**src/rtl/systolic_pe_mac.sv**
```systemverilog
// systolic_pe_mac
// ---------------
// One processing element of the Chebyshev interpolation filter array.
// Each accepted sample is multiplied by the coefficient of the current tap
// with a sequential shift-add multiplier (one multiplier bit per cycle).
// The product is added into a wide accumulator. After TAPS products the
// accumulator is scaled by FRAC_BITS and presented as one output word.
// Every accepted sample is also forwarded to the next PE one cycle later.
//
// Optional feature macro:
//   SYSTOLIC_PE_SAT_EN  defined   -> the scaled result saturates to the
//                                    signed WORDLENGTH range
//                       undefined -> the low WORDLENGTH bits are kept (wrap)
//
// Parameters:
//   WORDLENGTH  sample / coefficient / output width (signed), >= 4
//   TAPS        products accumulated per output, 2..64
//   FRAC_BITS   arithmetic right shift applied to the accumulator
//
// Ports:
//   clk30x       system clock, rising edge
//   reset        synchronous, active-high; also clears the coefficient bank
//   in_data      input sample
//   in_valid     in_data valid
//   in_ready     PE is idle and can take a sample
//   coeff_we     coefficient write strobe (accepted in any state)
//   coeff_addr   coefficient index; indices >= TAPS are ignored
//   coeff_wdata  coefficient value
//   out_data     scaled accumulation result
//   out_valid    out_data valid, held until out_ready
//   out_ready    downstream accepts out_data
//   pass_data    registered copy of the last accepted sample
//   pass_valid   one-cycle pulse accompanying pass_data

module systolic_pe_mac #(
  parameter int WORDLENGTH = 16,
  parameter int TAPS       = 8,
  parameter int FRAC_BITS  = 15
) (
  input  logic                    clk30x,
  input  logic                    reset,
  input  logic [WORDLENGTH-1:0]   in_data,
  input  logic                    in_valid,
  output logic                    in_ready,
  input  logic                    coeff_we,
  input  logic [$clog2(TAPS)-1:0] coeff_addr,
  input  logic [WORDLENGTH-1:0]   coeff_wdata,
  output logic [WORDLENGTH-1:0]   out_data,
  output logic                    out_valid,
  input  logic                    out_ready,
  output logic [WORDLENGTH-1:0]   pass_data,
  output logic                    pass_valid
);

  localparam int W    = WORDLENGTH;
  localparam int AW   = $clog2(TAPS);
  localparam int SW   = $clog2(W);
  localparam int PW   = 2 * W;
  // Sum of TAPS full-range products needs clog2(TAPS) guard bits.
  localparam int ACCW = PW + AW;

  localparam logic [AW:0]   TAPS_AW  = (AW+1)'(TAPS);
  localparam logic [AW-1:0] LAST_TAP = AW'(TAPS - 1);
  localparam logic [SW-1:0] LAST_STEP = SW'(W - 1);

  typedef enum logic [1:0] {IDLE, MULT, ACC, OUT} state_t;

  state_t state_q, state_d;

  logic [W-1:0]    coeff [TAPS];
  logic [PW-1:0]   mcand;     // sample, sign-extended, shifted left per step
  logic [W-1:0]    mplier;    // coefficient, shifted right per step
  logic [PW-1:0]   prod;
  logic [SW-1:0]   step;
  logic [AW-1:0]   tap_idx;
  logic [ACCW-1:0] acc;

  logic            accept;
  logic            last_step;
  logic            last_tap;
  logic [ACCW-1:0] prod_ext;
  logic [ACCW-1:0] acc_sum;
  logic [ACCW-1:0] shifted;
  logic [W-1:0]    out_word;

  assign last_step = (step == LAST_STEP);
  assign last_tap  = (tap_idx == LAST_TAP);

  // ---------------------------------------------------------------------
  // FSM: state register
  // ---------------------------------------------------------------------
  always_ff @(posedge clk30x) begin
    if (reset) state_q <= IDLE;
    else       state_q <= state_d;
  end

  // ---------------------------------------------------------------------
  // FSM: next state
  // ---------------------------------------------------------------------
  always_comb begin
    state_d = state_q;
    unique case (state_q)
      IDLE:    if (accept) state_d = MULT;
      MULT:    if (last_step) state_d = ACC;
      ACC:     state_d = last_tap ? OUT : IDLE;
      OUT:     if (out_ready) state_d = IDLE;
      default: state_d = IDLE;
    endcase
  end

  // ---------------------------------------------------------------------
  // FSM: outputs
  // ---------------------------------------------------------------------
  always_comb begin
    in_ready = (state_q == IDLE) && !reset;
    accept   = in_valid && in_ready;
  end

  // ---------------------------------------------------------------------
  // Accumulate and output formation
  // ---------------------------------------------------------------------
  assign prod_ext = {{(ACCW-PW){prod[PW-1]}}, prod};
  assign acc_sum  = acc + prod_ext;
  assign shifted  = $signed(acc_sum) >>> FRAC_BITS;

`ifdef SYSTOLIC_PE_SAT_EN
  localparam logic [ACCW-1:0] SAT_MAX = {{(ACCW-W+1){1'b0}}, {(W-1){1'b1}}};
  localparam logic [ACCW-1:0] SAT_MIN = {{(ACCW-W+1){1'b1}}, {(W-1){1'b0}}};

  always_comb begin
    out_word = shifted[W-1:0];
    if ($signed(shifted) > $signed(SAT_MAX))      out_word = SAT_MAX[W-1:0];
    else if ($signed(shifted) < $signed(SAT_MIN)) out_word = SAT_MIN[W-1:0];
  end
`else
  // Two's-complement wrap: upper bits of the scaled sum are dropped.
  logic unused_shift_hi;
  assign unused_shift_hi = ^shifted[ACCW-1:W];
  assign out_word        = shifted[W-1:0];
`endif

  // ---------------------------------------------------------------------
  // Coefficient bank. The acceptance reads the registered value, so a
  // write on the same edge only affects later products.
  // ---------------------------------------------------------------------
  always_ff @(posedge clk30x) begin
    if (reset) begin
      for (int i = 0; i < TAPS; i++) coeff[i] <= '0;
    end else if (coeff_we && ({1'b0, coeff_addr} < TAPS_AW)) begin
      coeff[coeff_addr] <= coeff_wdata;
    end
  end

  // ---------------------------------------------------------------------
  // Datapath
  // ---------------------------------------------------------------------
  always_ff @(posedge clk30x) begin
    if (reset) begin
      mcand      <= '0;
      mplier     <= '0;
      prod       <= '0;
      step       <= '0;
      tap_idx    <= '0;
      acc        <= '0;
      out_data   <= '0;
      out_valid  <= 1'b0;
      pass_data  <= '0;
      pass_valid <= 1'b0;
    end else begin
      pass_valid <= 1'b0;
      unique case (state_q)
        IDLE: begin
          if (accept) begin
            mcand      <= {{W{in_data[W-1]}}, in_data};
            mplier     <= coeff[tap_idx];
            prod       <= '0;
            step       <= '0;
            pass_data  <= in_data;
            pass_valid <= 1'b1;
          end
        end
        MULT: begin
          // Bit i of the multiplier weighs +2^i, except the sign bit which
          // weighs -2^(W-1); subtracting on the last step yields the exact
          // signed product without a correction cycle.
          if (mplier[0]) begin
            if (last_step) prod <= prod - mcand;
            else           prod <= prod + mcand;
          end
          mcand  <= mcand << 1;
          mplier <= mplier >> 1;
          step   <= step + SW'(1);
        end
        ACC: begin
          if (last_tap) begin
            out_data  <= out_word;
            out_valid <= 1'b1;
            acc       <= '0;
            tap_idx   <= '0;
          end else begin
            acc       <= acc_sum;
            tap_idx   <= tap_idx + AW'(1);
          end
        end
        OUT: begin
          if (out_ready) out_valid <= 1'b0;
        end
        default: ;
      endcase
    end
  end

endmodule

```
**config.mk**
```make
export PLATFORM = sky130hd
export DESIGN_NAME = systolic_pe_mac
export DESIGN_NICKNAME = d
export VERILOG_FILES = /design/src/rtl/systolic_pe_mac.sv
export SDC_FILE = /design/constraint.sdc
export NUM_CORES = 1
export LEC_CHECK = 0
export ABC_AREA = 1
export BUFFER_PORTS_ARGS = -buffer_cell sky130_fd_sc_hd__buf_2
export CORE_ASPECT_RATIO = 1.4
export CORE_MARGIN = 1.5
export CORE_UTILIZATION = 60
export DETAILED_ROUTE_END_ITERATION = 10
export PLACE_DENSITY = 0.81
export SLEW_MARGIN = 10
export SYNTH_ARGS = -nofsm -noshare
export SYNTH_HDL_FRONTEND = slang
export SYNTH_SLANG_ARGS = --single-unit
```
**constraint.sdc**
```tcl
create_clock -name clk30x -period 7 [get_ports clk30x]
set_input_delay 1.75 -clock clk30x [delete_from_list [all_inputs] [get_ports clk30x]]
set_output_delay 1.75 -clock clk30x [all_outputs]
set_load 0.05 [all_outputs]
```
==> impl_metrics.env <==
export IMPL_outcome="finished, final reports clean"
export IMPL_async_flop_share_pct=0
export IMPL_dr_total_vias=15361
export IMPL_synth_area_um2=16400
export IMPL_leakagePower_nw=8.45
export IMPL_grt_pass1_wl_um=71100
export IMPL_slew_viol_final=0
export IMPL_row_count=71
export IMPL_cts_resized=0
export IMPL_synth_cell_types=41
export IMPL_synthAdderAreaFrac_pct=5.13
export IMPL_hold_depth=2
export IMPL_holdBufCountCts=0
export IMPL_synth_xor_xnor_area_share_pct=2.03
export IMPL_io_buffers=74
export IMPL_grt_pass1_vias=14763
export IMPL_avgSynthCellArea_um2=7.03
export IMPL_syn_num_nets=2440
export IMPL_slew_headroom_pct=28.3
export IMPL_path_class="in2reg"
export IMPL_ys_flop_type="dfxtp_1"
export IMPL_drive_gt1_share_pct=6.62
export IMPL_whs_ps=462
export IMPL_synth_commonest_cells="nand2_1, nor2_1, inv_1, dfxtp_1, nand3_1"
export IMPL_clock_root_buffer="clkbuf_16"
export IMPL_hold_violations=0
export IMPL_postCtsSetupRepairBufs=0
export IMPL_min_to="pass_data[0]"
export IMPL_synth_simple_area_share_pct=30.5
export IMPL_gp_congestion=0.963
export IMPL_vias_per_cell=5.59
export IMPL_fill_cells=2390
export IMPL_worstPathMaxFanout=67
export IMPL_ys_seq_area_share_pct=42.3
export IMPL_worstPathArrival_ps=4910
export IMPL_dp_slack_ps=2010
export IMPL_maxCapViolations=0
export IMPL_synthMuxAreaShare_pct=0
export IMPL_insertion_delay_ps=560
export IMPL_period_needed_ps=4460
export IMPL_die_area_um2=28400
export IMPL_track_usage_pct=32.3
export IMPL_n_antenna_cell=0
export IMPL_timing_setup_tns_ps=0
export IMPL_min_from="pass_data[0]"
export IMPL_rr_startpoint="step[0]"
export IMPL_wl_per_cell_um=16.3
export IMPL_reg2reg_depth=17
export IMPL_synthToLayoutAreaGrowth_pct=9.21
export IMPL_drt_total_wl_um=44800
export IMPL_utilization_pct=66.6
export IMPL_fin_crit_sh_pct=63.7
export IMPL_endpoint_kind="flip-flop"
export IMPL_start_util_pct=60.9
export IMPL_hp_class="reg2reg"
export IMPL_numCtsBuffers=28
export IMPL_power_density_nw_per_um2=298
export IMPL_rsz0062_at_grt="no"
export IMPL_drc_errors=0
export IMPL_finalPower_mw=5.34
export IMPL_startpoint_type="input port"
export IMPL_cts_tree="yes"
export IMPL_setup_viol=0
export IMPL_finClkSkew_ps=15.4
export IMPL_fmax_ghz=0.224
export IMPL_timing_rr_end="prod[21]"
export IMPL_io_pins=75
export IMPL_r2r_setup_slack_ps=3170
export IMPL_gr_total_overflow=0
export IMPL_synth_cells=2334
export IMPL_die_h_um=199
export IMPL_drt_iter0_drc=1325
export IMPL_yosys_warnings=0
export IMPL_synthDominantCellAreaShare_pct=23.4
export IMPL_required_ps=7440
export IMPL_dp_hpwl_um=33300
export IMPL_cts_clk_slew_worst_paths_ps=70
export IMPL_yosysMostFrequentCell="nand2_1"
export IMPL_synth_area_top_cells="edfxtp_1, dfxtp_1, nand2_1"
export IMPL_antenna_found_initial=0
export IMPL_peakVddDrop_mv=0.293
export IMPL_first_pass_iters=6
export IMPL_htree_num_levels=1
export IMPL_synth_compound_area_share_pct=11.5
export IMPL_ys_ff_latch=283
export IMPL_worstMarginPinSlew_ps=1070
export IMPL_nNetsFinal=2469
export IMPL_grt_max_degree=68
export IMPL_cts_buffer_depth=3
export IMPL_synth_top_family_by_area="simple AND/OR/NAND/NOR gates"
export IMPL_die_w_um=143
export IMPL_drtAntennaViolNets=0
export IMPL_core_um2=26900
export IMPL_synth_edf_count=128
export IMPL_numClockSinks=283
export IMPL_synth_largest_area_cell="edfxtp_1"
export IMPL_finalWorstSetupSlack_ps=2540
[worst max-delay path by stage]
stage               start       end  slack (ps)  cells past startpoint
CTS                 reset   prod[3]        2550                      8
global placement    reset   prod[2]        2060                      8
floorplan           reset  in_ready        3060                      1
detailed placement  reset   prod[4]        2010                      8
global route        reset   prod[4]        2210                      8
finish              reset   prod[4]        2540                      8
[worst max-delay path: stages]
cell	delay (ps)
buf_4	540
nor2_2	100
nand2_1	630
inv_2	470
nor2_2	930
inv_2	170
o21ai_0	220
a21oi_1	70
[stage by stage]
step	std cells	cell area [um^2]
after detailed placement	2698	16900
after global routing	2750	17900
after CTS	2750	17900
final	2750	17900
after floorplan	2334	16400
after global placement	2698	16900
[placed cells by master, fill, tap and decap left out, types with 29 or more instances in the layout]
cell,Yosys,final
nor2_1,374,373
clkbuf_16,0,29
a31oi_1,46,46
buf_2,24,73
inv_1,270,270
ha_1,64,64
nand3_1,129,129
dfxtp_1,155,154
nand2_1,687,687
a21oi_1,124,124
o21ai_0,105,105
edfxtp_1,128,128
[report_power, final]
part | internal [mW] | switching [mW]
clock | 0.972 | 0.651
sequential | 1.86 | 0.0959
combinational | 0.513 | 1.26
[flip-flops by register name, indices dropped and copies added, names as in the netlist, named ones only]
register,cells
mplier,16
acc,31
mcand,31
tap_idx,3
pass_valid,1
prod,31
out_valid,1
step,4
pass_data,16
state_q,2
coeff,128
out_data,16
[final cells by class]
class | count | area [um^2] | area share [%]
clock buffers | 33 | 771 | 4.30
clock inverters | 19 | 230 | 1.29
inverters | 283 | 1060 | 5.93
multi-input cells | 1690 | 8050 | 44.9
flip-flops and latches | 283 | 6950 | 38.8
well taps | 365 | 457 | 2.55
repair buffers | 77 | 395 | 2.21
[cell families (layout without fill, tap and decap cells)]
| kind of cell | count (synthesis) | after routing |
|---|---|---|
| simple gates | 1247 | 1247 |
| buf+inv | 361 | 412 |
| compound gates | 339 | 339 |
| flops | 283 | 283 |
| fa+ha+maj | 66 | 66 |
| xor+xnor | 38 | 38 |
[layer usage]
layer  part of all wire (%)  GRT usage, %  up-vias
met3                    5.9          3.25      189
met1                     35          33.5     6979
met5                      0             0        -
met4                    7.6          22.2        0
li1                       -             -     7591
met2                     52          60.7      602
No activity file was read; power rests on OpenSTA's default activity.
